File: config.mk
export PLATFORM = sky130hd
export DESIGN_NAME = alu_mc_flat
export DESIGN_NICKNAME = d
export VERILOG_FILES = /design/src/rtl/alu_pkg.sv /design/src/rtl/alu_mc_if.sv /design/src/rtl/alu_iter.sv /design/src/rtl/alu_mc.sv /design/src/flat_wrapper.sv
export SDC_FILE = /design/constraint.sdc
export NUM_CORES = 1
export LEC_CHECK = 0
export CAP_MARGIN = 20
export CELL_PAD_IN_SITES_DETAIL_PLACEMENT = 1
export CELL_PAD_IN_SITES_GLOBAL_PLACEMENT = 1
export CORE_MARGIN = 1.5
export CORE_UTILIZATION = 35
export CTS_CLUSTER_DIAMETER = 80
export DETAILED_ROUTE_END_ITERATION = 16
export PLACE_DENSITY_LB_ADDON = 0.1
export RECOVER_POWER = 25
export SYNTH_ARGS = -nofsm -noshare
export SYNTH_HDL_FRONTEND = slang
export SYNTH_SLANG_ARGS = --single-unit
export TNS_END_PERCENT = 50
File: constraint.sdc
create_clock -name clk -period 11.71 [get_ports clk]
set_clock_uncertainty 0.2 [all_clocks]
set_input_delay 2.342 -clock clk [delete_from_list [all_inputs] [get_ports clk]]
set_output_delay 2.342 -clock clk [all_outputs]
set_load 0.02 [all_outputs]
File: src/rtl/alu_pkg.sv
// -----------------------------------------------------------------------------
// alu_pkg
//   Shared definitions for the multi-cycle ALU:
//   - op_e    : 4-bit operation codes driven on aluop
//   - state_e : control FSM encoding (IDLE / ITER / DONE)
//   - op_is_single / op_is_iter : decode helpers used by the top level
// -----------------------------------------------------------------------------
package alu_pkg;

  typedef enum logic [3:0] {
    OP_AND  = 4'b0000,
    OP_OR   = 4'b0001,
    OP_ADD  = 4'b0010,
    OP_XOR  = 4'b0011,
    OP_SLL  = 4'b0100,
    OP_SRL  = 4'b0101,
    OP_SUB  = 4'b0110,
    OP_SLT  = 4'b0111,
    OP_SRA  = 4'b1000,
    OP_MUL  = 4'b1001,
    OP_DIVU = 4'b1010,
    OP_REMU = 4'b1011
  } op_e;

  typedef enum logic [1:0] {
    S_IDLE = 2'd0,
    S_ITER = 2'd1,
    S_DONE = 2'd2
  } state_e;

  // Ops finished in the accepting cycle: the contiguous range AND..SRA.
  function automatic logic op_is_single(input logic [3:0] op);
    return (op <= OP_SRA);
  endfunction

  // Ops handled by the iterative multiply/divide datapath.
  function automatic logic op_is_iter(input logic [3:0] op);
    return (op == OP_MUL) || (op == OP_DIVU) || (op == OP_REMU);
  endfunction

endpackage

File: src/rtl/alu_mc_if.sv
// -----------------------------------------------------------------------------
// alu_mc_if
//   Request/response bundle of the multi-cycle ALU.
//   Request : in_valid, in_ready, a, b, aluop
//   Response: out_valid, out_ready, result, flag, ovf, illegal
//   master  : the requester (drives operands, consumes the result)
//   slave   : the ALU
// -----------------------------------------------------------------------------
interface alu_mc_if #(
  parameter int WIDTH = 32
);
  logic             in_valid;
  logic             in_ready;
  logic [WIDTH-1:0] a;
  logic [WIDTH-1:0] b;
  logic [3:0]       aluop;
  logic             out_valid;
  logic             out_ready;
  logic [WIDTH-1:0] result;
  logic             flag;
  logic             ovf;
  logic             illegal;

  modport master (
    output in_valid, a, b, aluop, out_ready,
    input  in_ready, out_valid, result, flag, ovf, illegal
  );

  modport slave (
    input  in_valid, a, b, aluop, out_ready,
    output in_ready, out_valid, result, flag, ovf, illegal
  );
endinterface

File: src/rtl/alu_iter.sv
// -----------------------------------------------------------------------------
// alu_iter
//   Iterative datapath: shift-add multiply (one partial product per cycle) and
//   restoring unsigned division (one quotient bit per cycle). Runs exactly
//   WIDTH steps after start_i; done_o flags the final step, during which
//   result_o already shows the value that step produces.
//   Ports:
//     clk, reset : clock, async active-high reset
//     start_i    : load operands and begin (one-cycle pulse)
//     op_i       : OP_MUL / OP_DIVU / OP_REMU
//     a_i, b_i   : operands
//     done_o     : final step in progress this cycle
//     result_o   : product low bits, quotient or remainder
// -----------------------------------------------------------------------------
module alu_iter
  import alu_pkg::*;
#(
  parameter int WIDTH = 32
) (
  input  logic             clk,
  input  logic             reset,
  input  logic             start_i,
  input  logic [3:0]       op_i,
  input  logic [WIDTH-1:0] a_i,
  input  logic [WIDTH-1:0] b_i,
  output logic             done_o,
  output logic [WIDTH-1:0] result_o
);

  localparam int CW = $clog2(WIDTH);

  logic             busy_q;
  logic [CW-1:0]    cnt_q;
  logic             is_mul_q;
  logic             is_rem_q;
  // MUL : acc = partial product, x = multiplier (shifts right), y = multiplicand (shifts left)
  // DIV : acc = partial remainder, x = dividend shifting out / quotient shifting in, y = divisor
  logic [WIDTH-1:0] acc_q, x_q, y_q;
  logic [WIDTH-1:0] acc_d, x_d, y_d;
  logic [WIDTH:0]   rem_shift;
  logic [WIDTH:0]   rem_sub;

  assign rem_shift = {acc_q, x_q[WIDTH-1]};
  assign rem_sub   = rem_shift - {1'b0, y_q};

  // A zero divisor never makes rem_sub negative, so the quotient fills with
  // ones and the remainder collects all of a: no special case is needed.
  always_comb begin
    acc_d = acc_q;
    x_d   = x_q;
    y_d   = y_q;
    if (is_mul_q) begin
      acc_d = x_q[0] ? (acc_q + y_q) : acc_q;
      x_d   = x_q >> 1;
      y_d   = y_q << 1;
    end else if (!rem_sub[WIDTH]) begin
      acc_d = rem_sub[WIDTH-1:0];
      x_d   = {x_q[WIDTH-2:0], 1'b1};
    end else begin
      acc_d = rem_shift[WIDTH-1:0];
      x_d   = {x_q[WIDTH-2:0], 1'b0};
    end
  end

  assign done_o   = busy_q && (cnt_q == CW'(WIDTH - 1));
  assign result_o = (is_mul_q || is_rem_q) ? acc_d : x_d;

  always_ff @(posedge clk or posedge reset) begin
    if (reset) begin
      busy_q <= 1'b0;
      cnt_q  <= '0;
    end else if (start_i) begin
      busy_q <= 1'b1;
      cnt_q  <= '0;
    end else if (done_o) begin
      busy_q <= 1'b0;
      cnt_q  <= '0;
    end else if (busy_q) begin
      cnt_q  <= cnt_q + CW'(1);
    end
  end

  // NOTE: datapath registers carry no reset; only busy/counter must be known
  // after reset, and operands are always loaded by start_i before use.
  always_ff @(posedge clk) begin
    if (start_i) begin
      is_mul_q <= (op_i == OP_MUL);
      is_rem_q <= (op_i == OP_REMU);
      acc_q    <= '0;
      x_q      <= (op_i == OP_MUL) ? b_i : a_i;
      y_q      <= (op_i == OP_MUL) ? a_i : b_i;
    end else if (busy_q) begin
      acc_q    <= acc_d;
      x_q      <= x_d;
      y_q      <= y_d;
    end
  end

endmodule

File: src/rtl/alu_mc.sv
// -----------------------------------------------------------------------------
// alu_mc
//   Multi-cycle ALU with valid/ready handshakes on request and response.
//   Logic/shift/add/sub/slt ops complete one cycle after acceptance; MUL, DIVU
//   and REMU take WIDTH+1 cycles through alu_iter. Results are registered and
//   held in DONE until the consumer takes them.
//   Parameters: WIDTH (power of two, >= 8), MULDIV_EN (0 makes MUL/DIVU/REMU illegal)
//   Ports:
//     clk   : clock
//     reset : async active-high reset, aborts any operation in flight
//     bus   : alu_mc_if.slave request/response bundle
// -----------------------------------------------------------------------------
module alu_mc
  import alu_pkg::*;
#(
  parameter int WIDTH     = 32,
  parameter bit MULDIV_EN = 1'b1
) (
  input  logic     clk,
  input  logic     reset,
  alu_mc_if.slave  bus
);

  localparam int SHW = $clog2(WIDTH);

  state_e           state_q, state_d;
  logic [WIDTH-1:0] result_q, result_d;
  logic             flag_q, flag_d;
  logic             ovf_q, ovf_d;
  logic             illegal_q, illegal_d;

  logic             accept;
  logic             iter_start;
  logic             iter_done;
  logic [WIDTH-1:0] iter_result;

  logic [SHW-1:0]   shamt;
  logic [WIDTH-1:0] sum, diff;
  logic [WIDTH-1:0] alu_res;
  logic             alu_ovf;

  assign bus.in_ready  = (state_q == S_IDLE);
  assign bus.out_valid = (state_q == S_DONE);
  assign bus.result    = result_q;
  assign bus.flag      = flag_q;
  assign bus.ovf       = ovf_q;
  assign bus.illegal   = illegal_q;

  assign accept = bus.in_valid && bus.in_ready;
  assign shamt  = bus.b[SHW-1:0];
  assign sum    = bus.a + bus.b;
  assign diff   = bus.a - bus.b;

  // Single-cycle results straight from the request operands; illegal and
  // iterative codes fall to the zero default.
  // NOTE: every variable written in always_comb gets a default first, so no
  // path can leave it unassigned and infer a latch.
  always_comb begin
    alu_res = '0;
    alu_ovf = 1'b0;
    case (bus.aluop)
      OP_AND: alu_res = bus.a & bus.b;
      OP_OR:  alu_res = bus.a | bus.b;
      OP_ADD: begin
        alu_res = sum;
        alu_ovf = (bus.a[WIDTH-1] == bus.b[WIDTH-1]) && (sum[WIDTH-1] != bus.a[WIDTH-1]);
      end
      OP_XOR: alu_res = bus.a ^ bus.b;
      OP_SLL: alu_res = bus.a << shamt;
      OP_SRL: alu_res = bus.a >> shamt;
      OP_SUB: begin
        alu_res = diff;
        alu_ovf = (bus.a[WIDTH-1] != bus.b[WIDTH-1]) && (diff[WIDTH-1] != bus.a[WIDTH-1]);
      end
      OP_SLT: alu_res = {{(WIDTH-1){1'b0}}, ($signed(bus.a) < $signed(bus.b))};
      OP_SRA: alu_res = $signed(bus.a) >>> shamt;
      default: alu_res = '0;
    endcase
  end

  // Next-state and result-register logic.
  always_comb begin
    state_d    = state_q;
    result_d   = result_q;
    flag_d     = flag_q;
    ovf_d      = ovf_q;
    illegal_d  = illegal_q;
    iter_start = 1'b0;
    case (state_q)
      S_IDLE: begin
        if (accept) begin
          if (MULDIV_EN && op_is_iter(bus.aluop)) begin
            iter_start = 1'b1;
            state_d    = S_ITER;
          end else begin
            state_d   = S_DONE;
            illegal_d = !op_is_single(bus.aluop);
            result_d  = alu_res;
            ovf_d     = alu_ovf;
            flag_d    = (alu_res == '0);
          end
        end
      end
      S_ITER: begin
        if (iter_done) begin
          state_d   = S_DONE;
          result_d  = iter_result;
          flag_d    = (iter_result == '0);
          ovf_d     = 1'b0;
          illegal_d = 1'b0;
        end
      end
      S_DONE: begin
        if (bus.out_ready) state_d = S_IDLE;
      end
      default: state_d = S_IDLE;
    endcase
  end

  // NOTE: clocked blocks use non-blocking (<=) so every register samples the
  // values from before the edge, independent of statement order.
  always_ff @(posedge clk or posedge reset) begin
    if (reset) begin
      state_q   <= S_IDLE;
      result_q  <= '0;
      flag_q    <= 1'b0;
      ovf_q     <= 1'b0;
      illegal_q <= 1'b0;
    end else begin
      state_q   <= state_d;
      result_q  <= result_d;
      flag_q    <= flag_d;
      ovf_q     <= ovf_d;
      illegal_q <= illegal_d;
    end
  end

  if (MULDIV_EN) begin : g_iter
    alu_iter #(
      .WIDTH (WIDTH)
    ) u_iter (
      .clk      (clk),
      .reset    (reset),
      .start_i  (iter_start),
      .op_i     (bus.aluop),
      .a_i      (bus.a),
      .b_i      (bus.b),
      .done_o   (iter_done),
      .result_o (iter_result)
    );
  end else begin : g_no_iter
    assign iter_done   = 1'b0;
    assign iter_result = '0;
  end

endmodule

File: src/flat_wrapper.sv
// flat-port wrapper written by rule: the top's interface ports become plain ports
module alu_mc_flat import alu_pkg::*;
#(
  parameter int WIDTH     = 32,
  parameter bit MULDIV_EN = 1'b1
)
  (clk, reset, bus_in_valid, bus_a, bus_b, bus_aluop, bus_out_ready, bus_in_ready, bus_out_valid, bus_result, bus_flag, bus_ovf, bus_illegal);
  alu_mc_if #(.WIDTH(WIDTH)) bus_i ();
  input  logic clk;
  input  logic reset;
  input wire logic [$bits(bus_i.in_valid)-1:0] bus_in_valid;
  input wire logic [$bits(bus_i.a)-1:0] bus_a;
  input wire logic [$bits(bus_i.b)-1:0] bus_b;
  input wire logic [$bits(bus_i.aluop)-1:0] bus_aluop;
  input wire logic [$bits(bus_i.out_ready)-1:0] bus_out_ready;
  output wire logic [$bits(bus_i.in_ready)-1:0] bus_in_ready;
  output wire logic [$bits(bus_i.out_valid)-1:0] bus_out_valid;
  output wire logic [$bits(bus_i.result)-1:0] bus_result;
  output wire logic [$bits(bus_i.flag)-1:0] bus_flag;
  output wire logic [$bits(bus_i.ovf)-1:0] bus_ovf;
  output wire logic [$bits(bus_i.illegal)-1:0] bus_illegal;
  assign bus_i.in_valid = bus_in_valid;
  assign bus_i.a = bus_a;
  assign bus_i.b = bus_b;
  assign bus_i.aluop = bus_aluop;
  assign bus_i.out_ready = bus_out_ready;
  assign bus_in_ready = bus_i.in_ready;
  assign bus_out_valid = bus_i.out_valid;
  assign bus_result = bus_i.result;
  assign bus_flag = bus_i.flag;
  assign bus_ovf = bus_i.ovf;
  assign bus_illegal = bus_i.illegal;
  alu_mc #(.WIDTH(WIDTH), .MULDIV_EN(MULDIV_EN)) u_core (.clk(clk), .reset(reset), .bus(bus_i));
endmodule
---- After elaboration in Yosys (flattened, before gate mapping) ----
Index checks and enable logic that the tools add are counted.
word-level totals
  register bits ........................... 141
  word-level logic and storage cells ...... 109
operators by class
  eq/ne operators ......................... 22
  bitwise gates (word level) .............. 3
  $lt $le $gt $ge ......................... 2
  add/sub/neg operators ................... 5
  mux-type cells .......................... 42
  shift-type cells ........................ 3
  reductions and logical operators ........ 20
operators with widths
  kind                                                  count
  two-way mux 32 bit                                    15
  one-hot mux 32 bit (9 select lines)                   1
  adder 32 bit                                          2
  zero test 32 bit                                      2
  one-hot mux 32 bit (2 select lines)                   1
  subtractor 33 x 32 -> 33 bit                          1
  AND 32 bit                                            1
  < comparator 32 bit                                   1
  bitwise OR 32 bit                                     1
  left shift 32 x 5 -> 32 bit                           1
  right shift 32 x 5 -> 32 bit                          1
  >>> shifter 32 x 5 -> 32 bit                          1
  subtractor 32 bit                                     1
  XOR 32 bit                                            1
  equality test 4 x 3 -> 1 bit (second input constant)  4
  equality test 4 bit (second input constant)           4
  two-way mux 5 bit                                     3
  two-way mux 1 bit                                     13
  equality test 4 x 2 -> 1 bit (second input constant)  2
  two-way mux 2 bit                                     4
  inequality test 2 bit (second input constant)         4
  one-hot mux 1 bit (2 select lines)                    4
  nonzero test 2 bit                                    4
  one-hot mux 2 bit (3 select lines)                    1
  17 further kinds                                      24

---- Depth between registers and ports, before layout ----
Gate-level depths: netlist of the first run.
  depth after elaboration ................. 8
  mapped depth ............................ 19
  gate-level depth less buffers ........... 15

---- By module ----
From an unflattened synthesis of the first run, not the netlist that was laid out.
second synthesis, totals
  cell total of the unflattened synthesis .. 3013
  area, all modules ....................... 22460.3 sq um
by module, submodules not included
  module    cells each  area an instance (sq um)  seq. area each (sq um)  instances
  alu_mc    1737        12102.9                   925.9                   1
  alu_iter  1276        10357.4                   2772.7                  1

---- Least setup slack after synthesis of the first run ----
OpenSTA, ideal clock, no wires.
  path kind ............................... input port to flip-flop
  from .................................... in bus_b[3]
  to ...................................... reg u_core.result_q[31], in the netlist u_core.bus.result[31]
  stages .................................. 18
  required time ........................... 11385 ps
  buffers on the path ..................... 4
  library setup time ...................... 125 ps
  setup slack ............................. 5005 ps
  arrival time ............................ 6380 ps
  cells stage by stage .................... clkbuf_1 buf_1 inv_1 clkbuf_1 clkbuf_1 ha_1 nor2_1 a221oi_2 a21oi_1 o31ai_1 o21a_1 o21ai_1 a221oi_1 o41a_1 a32oi_1 nor3_1 a21oi_1 mux2_2
between the ends
  longest elaborated chain between the ends .. 5
ends and longest elaborated chain
  item                                             line                RTL
  from (decl)                                      flat_wrapper.sv:13  input wire logic [$bits(bus_i.b)-1:0] bus_b;
  subtractor 32 bit, or another cell as far along  alu_mc.sv:52        assign diff = bus.a - bus.b;
  one-hot mux 32 bit (9 select lines) (*)          alu_mc.sv:61        case (bus.aluop)
  two-way mux 32 bit (*)                           alu_mc.sv:92        if (MULDIV_EN && op_is_iter(bus.aluop)) begin
  two-way mux 32 bit (*)                           alu_mc.sv:91        if (accept) begin
  one-hot mux 32 bit (2 select lines) (*)          alu_mc.sv:89        case (state_q)
  to (signal assigned)                             alu_mc.sv:131       result_q <= result_d;
  to (decl)                                        alu_mc.sv:27        logic [WIDTH-1:0] result_q, result_d;
Mark *: on every way between the ends. The rest lies on a longest branch, timed or not. The select of a mux whose other input is x is not followed.
A chain may end at the register's enable or synchronous reset.

---- Worst setup path in the final report of the first run ----
  from .................................... in bus_aluop[0]
  to ...................................... reg u_core.flag_q, in the netlist u_core.bus.flag
between the ends
  longest elaborated chain between the ends .. 6
ends and longest elaborated chain
  item                                               line                RTL
  from (decl)                                        flat_wrapper.sv:14  input wire logic [$bits(bus_i.aluop)-1:0] bus_aluop;
  equality test 4 bit, or another cell as far along  alu_mc.sv:61
  one-hot mux 32 bit (9 select lines)                alu_mc.sv:61
  zero test 32 bit                                   alu_mc.sv:100       flag_d = (alu_res == '0);
  two-way mux 1 bit                                  alu_mc.sv:92
  two-way mux 1 bit                                  alu_mc.sv:91
  one-hot mux 1 bit (2 select lines)                 alu_mc.sv:89
  to (signal assigned)                               alu_mc.sv:132       flag_q <= flag_d;
  to (decl)                                          alu_mc.sv:28        logic flag_q, flag_d;
Parallel ways exist; a longest one is shown, timed or not. The select of a mux whose other input is x is not followed.

==> impl_metrics.toml, run 1 <==
[power_and_ir_drop]
p_int_uw = 2420
cellLeakagePower_uw = 0.0101
power.density_nw_per_um2 = 210
ir_worst_vdd_v = 0.000104
clkPwrFrac_pct = 10.4
pwr-share-comb_pct = 69.6
swShare_pct = 53.5
seq_power_share_pct = 20.0
p_switching_uw = 2790

[routing]
drt.antenna.violating_nets = 0
vias_per_cell = 6.51
route.detailed.drc = 0
drt-initial-drc-count = 1999
wirelength_mm = 122
wl_per_cell_um = 32.1
num_vias = 24700
dr.pass1.iters = 5

[sta]
relSlewSlack_pct = -50.6
rsz0062_at_grt = "no"
hold_viol = 0
setup-violations-final = 0
layout_min_cycle_time_ns = 7.98
finalMaxSlewViolations = 77
post-route-period-util_pct = 68.1
fmax_mhz = 125
setup_tns_ns = 0
tightest_slew_ns = 2.26

[clocking]
clk_latency_ns = 0.45
cts_hold_buf = 0
numCtsBuffers = 17
cts.htree.levels = 4
cts_setup_buffers = 0
cts_root_buf = "clkbuf_16"
post_cts_resized = 0
cts_tree = "done"
cts.sinks = 141
cts_buffer_depth = 2
cts.clk_slew.worst_paths_ns = 0.07

[die]
coreArea_um2 = 63200
dieArea_um2 = 65600
row_count = 92
start_util_pct = 35.5
die_y_um = 256
ios = 109
fp.dieW_um = 256

[worst_setup_path]
worst_path_max_delay_cell = "clkbuf_1"
cp-end-kind = "register"
path_cells = "buf_2 -> clkbuf_1 -> nor2_2 -> buf_4 -> a32oi_1 -> o22ai_1 -> a311o_1 -> or4_1 -> a2111oi_0 -> nand2b_1 -> o311a_1 -> nand4b_1 -> nor4_1 -> nand2_1 -> nand3_1"
arrival_ns = 8.15
path_delay_family = "buffers and inverters"
cp.required_ns = 11.88
path_max_fanout = 32
critPathMaxStageDelay_ns = 1.66
criticalPathCategory = "in2reg"
path_buf_inv = 3
worstSetupStartpointType = "input pin"

[global_route]
grt_pass1_vias = 25000
grt_use_total_pct = 36.2
grt_pass1_wl_mm = 177
grt_remaining_overflow = 0
antenna_found_initial = 6
grt_max_degree = 72

[synthesis]
syn_inst = 2970
synth_edf_count = 66
ys_ff_latch = 141
yosys.cell_types.count = 94
yosysSeqAreaShare_pct = 16.5
ys_warn_count = 0
syn_area_um2 = 22400
postSynth.asyncResetShare_pct = 30.5
synth-main-ff-cell = "edfxtp_1"
avgSynthCellArea_um2 = 7.55
syn-num-nets = 3220

[finish]
num-fill-cells = 7702
instances_no_fill = 3793
drive_gt1_share_pct = 8.96
syn_to_final_growth_pct = 10.5
fin_nets = 3183

[job]
drv_cap = 2

[status]
status = "finished, violations left"
violations = "capacitance limit, slew limit"

[place]
placedCellCount = 3760
gp_congestion = 0.982
io_buffers = 108
detailed_place_hpwl_mm = 96.0

[worst_hold_path]
hold_path.class = "reg2reg"
## registers in the layout, indices dropped and copies added, names as in the netlist, 2 cells and up
name and count:
u_core.g_iter.u_iter.y_q 32, u_core.g_iter.u_iter.acc_q 32, u_core.state_q 2, u_core.g_iter.u_iter.cnt_q 5
u_core.g_iter.u_iter.x_q 32, u_core.bus.result 32
## per-layer routing
layer	share of wire, %	vias to the layer above	GRT usage (%)
met5	0.034	-	0
met4	5.2	6	17.6
met3	4.3	199	3.08
met2	48	795	62.2
met1	42	12600	45.5
li1	-	11000	-
## power by group through the flow
stage,clock [uW],sequential (uW),combinational (uW)
5_1_grt,568,1070,3930
3_3_place_gp,0,1040,3500
4_1_cts,555,1040,3600
6_report,540,1040,3630
3_5_place_dp,0,1050,3570
2_1_floorplan,0,991,2360
## worst min-delay path, cell delays in order, from the launching register on
cell	delay [ns]
dfrtp_1	0.34
nand2_1	0.05
o21ai_0	0.06
## area by class of cell
type	instances	area (um2)	area share (%)
Multi-Input combinational cell	2430	17200	69.6
Sequential cell	141	3700	14.9
Timing Repair Buffer	178	1580	6.37
Tap cell	846	1060	4.27
Inverter	165	619	2.50
Clock buffer	20	472	1.90
Clock inverter	12	96.3	0.389
Antenna cell	1	2.50	0.0101
## layout by cell type (no fill, tap or decap), drive strengths merged, types with 35 or more instances in the layout
master / synthesis / layout
nand3: 54 / 54
a22oi: 35 / 35
nor2: 262 / 262
xnor2: 35 / 35
clkdlybuf4s50: 0 / 74
inv: 161 / 171
mux2i: 174 / 174
nor3: 54 / 54
a21o: 46 / 46
o21ai: 219 / 219
o211ai: 68 / 68
mux4: 58 / 58
mux2: 35 / 35
dfrtp: 43 / 43
buf: 54 / 75
edfxtp: 66 / 66
nand2: 306 / 306
ha: 174 / 174
a211oi: 70 / 70
a21oi: 263 / 263
## synthesized netlist by cell type (22+ instances only)
master | count | share of area (%)
a211oi_1 | 70 | 2.3
a21o_1 | 46 | 1.5
a21oi_1 | 263 | 5.9
a22oi_1 | 35 | 1.2
a31oi_1 | 30 | 0.84
and2_1 | 23 | 0.64
buf_1 | 22 | 0.37
buf_2 | 29 | 0.65
clkbuf_1 | 179 | 3.0
dfrtp_1 | 43 | 4.8
dfxtp_1 | 32 | 2.9
edfxtp_1 | 66 | 8.8
ha_1 | 174 | 9.7
inv_1 | 160 | 2.7
mux2_2 | 35 | 1.8
mux2i_1 | 174 | 7.8
mux4_2 | 58 | 5.8
nand2_1 | 306 | 5.1
nand2b_1 | 32 | 0.89
nand3_1 | 54 | 1.2
nand4_1 | 27 | 0.75
nor2_1 | 262 | 4.4
nor2b_1 | 24 | 0.67
nor3_1 | 54 | 1.2
nor4_1 | 24 | 0.67
o211ai_1 | 68 | 2.3
o21a_1 | 26 | 0.87
o21ai_0 | 217 | 4.8
o22ai_1 | 23 | 0.64
o31ai_1 | 26 | 0.87
xnor2_1 | 35 | 1.4
## worst paths after layout
check                      depth (start not counted)  slack [ns]                          from                            end
min reg2reg                                        2        0.27            u_core.bus.illegal             u_core.bus.illegal
min in group asynchronous                          2        2.72                         reset  u_core.g_iter.u_iter.cnt_q[1]
max reg2reg                                       16        5.47  u_core.g_iter.u_iter.x_q[31]                u_core.bus.flag
max                                               15        3.73                  bus_aluop[0]                u_core.bus.flag
max in group asynchronous                          2        7.50                         reset          u_core.bus.result[24]
min                                                2        0.27            u_core.bus.illegal             u_core.bus.illegal
## cell families after synthesis
| kind of cell | after synthesis | synth area share, % |
|---|---|---|
| AOI/OAI and AO/OA | 1032 | 30.5 |
| DFF | 141 | 16.5 |
| and+or+nand+nor | 901 | 18.7 |
| muxes | 267 | 15.4 |
| xor gates and xnor gates | 52 | 2.03 |
| adders and majority gates | 178 | 10.1 |
| buffers and inverters | 399 | 6.90 |
## metrics by stage
stage	hold WS (ns)	total power (uW)	cell area (um2)	util, %	setup WS (ns)
3_3_place_gp	0.266	4540	24200	38.3	3.79
4_1_cts	0.288	5190	24800	39.2	4.00
6_report	0.275	5210	24800	39.2	3.73
5_1_grt	0.311	5570	24800	39.2	3.55
3_5_place_dp	0.272	4620	24200	38.3	3.53
2_1_floorplan	0.251	3360	22400	-	5.00
(Power assumes the default switching activity.)
==> run 2: changes to the inputs <==
Clock period 11.71 ns to 6.7 ns, I/O delays scaled along.
==> impl_metrics.toml, run 2 (synthesis gave the netlist of run 1 again) <==
[routing]
vias_per_cell = 6.47
route.detailed.drc = 0
num_vias = 25000
wl_per_cell_um = 32.0
drt.antenna.violating_nets = 0
drt-initial-drc-count = 2606
dr.pass1.iters = 6
wirelength_mm = 123

[worst_hold_path]
hold_path.class = "reg2reg"
hold_depth = 2
worstHoldStart = "u_core.bus.result[12]"

[power_and_ir_drop]
cellLeakagePower_uw = 0.0105
power.density_nw_per_um2 = 364
ir_worst_vdd_v = 0.000202

[finish]
multi_input_area_um2 = 17200
syn_to_final_growth_pct = 13.1
num-fill-cells = 7633
fin_nets = 3251
utilization_pct = 40.1
drive_gt1_share_pct = 11.1
final_cell_mix = "nand2_1, a21oi_1, nor2_1"
final-seq-area_um2 = 3700
final_common_cell = "nand2_1"

[die]
ios = 109
die_y_um = 256
dieArea_um2 = 65600
coreArea_um2 = 63200
row_count = 92
fp.dieW_um = 256
start_util_pct = 35.5

[sta]
hold_viol = 0
layout_min_cycle_time_ns = 6.08
setup-violations-final = 0
fmax_mhz = 165
post-route-period-util_pct = 90.7
rsz0062_at_grt = "no"
relSlewSlack_pct = -18.8
finalMaxSlewViolations = 44
tightest_slew_ns = 1.78
setup_tns_ns = 0

[worst_setup_path]
rr_worst_depth = 17
criticalPathCategory = "reg2reg"
regToRegEndpoint = "u_core.bus.flag"
cp-end-kind = "register"
cp.required_ns = 6.87
worstSetupStartpointType = "register"
r2r_start = "u_core.g_iter.u_iter.x_q[31]"
critPathCapture = "u_core.bus.flag"
crit_start = "u_core.g_iter.u_iter.x_q[31]"
rrSetupSlack_ns = 0.62
arrival_ns = 6.25
path_max_fanout = 11

[clocking]
post_cts_resized = 0
cts_root_buf = "clkbuf_16"
cts.htree.levels = 4
cts.sinks = 141
cts_tree = "done"
cts.clk_slew.worst_paths_ns = 0.07
cts_buffer_depth = 2
numCtsBuffers = 17
cts_setup_buffers = 0
clk_latency_ns = 0.45
cts_hold_buf = 0

[global_route]
grt_pass1_wl_mm = 180
antenna_found_initial = 6
grt_remaining_overflow = 0
grt_pass1_vias = 25500
grt_use_total_pct = 36.8
grt_max_degree = 88

[place]
gp_congestion = 1.02
detailed_place_hpwl_mm = 99.5
io_buffers = 108

[status]
violations = "capacitance limit, slew limit"
status = "finished, violations left"

[job]
drv_cap = 1
[run 2: through the flow]
stage / setup slack [ns] / cell area [um2] / power, uW / hold slack [ns] / std cells
finish: 0.623 / 25400 / 9220 / 0.287 / 3862
global route: 0.377 / 25400 / 9830 / 0.320 / 3861
CTS: 0.734 / 25400 / 9160 / 0.293 / 3860
detailed placement: 0.378 / 24800 / 8190 / 0.277 / 3828
global placement: 0.423 / 24800 / 8060 / 0.271 / 3827
floorplan: 0.997 / 22400 / 5860 / 0.251 / 2970
[run 2: how the worst min path moves through the flow]
stage / endpoint / slack [ns]
after floorplan: u_core.state_q[0] / 0.25
after global placement: u_core.bus.result[7] / 0.27
after detailed placement: u_core.bus.result[13] / 0.28
after CTS: u_core.bus.result[13] / 0.29
after global routing: u_core.bus.result[1] / 0.32
final: u_core.bus.result[12] / 0.29
[run 2: layout make-up]
type	count	share of cell area (%)
clock inverter	14	0.479
antenna	2	0.0197
timing repair buffer	246	8.59
tap	846	4.17
multi-input combinational	2430	68.0
inverter	165	2.44
sequential	141	14.6
clock buffer	18	1.69
[run 2: worst max-delay path, cell delays in order, from the launching register on]
cell,delay (ns)
edfxtp_1,0.54
inv_1,0.13
ha_1,0.26
fa_1,0.41
nand2b_1,0.20
a21oi_1,0.51
o211a_1,0.31
o21ai_0,0.12
and3_1,0.27
nor2_2,0.53
buf_4,0.29
mux2_2,0.38
a221oi_1,0.49
nand4_1,0.19
a2111oi_0,0.70
buf_4,0.22
nand4_1,0.13
nand3_1,0.14
[run 2: power by group]
part	internal, uW	leakage (uW)	switching (uW)
combinational	2440	0.00873	4020
sequential	1360	0.00147	471
clock	487	0.000267	439
[run 2: per-layer routing]
layer  wire length (um)  global-route usage (%)  share of wire [%]
met3               5290                    2.74                4.3
met2              58800                    62.7                 48
met4               7180                    19.0                5.8
met1              52100                    46.5                 42
met5                  9                       0             0.0073
==> run 3: changes to the inputs <==
Settings changed: ABC_CLOCK_PERIOD_IN_PS set to 6700.
==> results of run 3 <==
Final layout, timing and power as in run 2 (identical DEF).
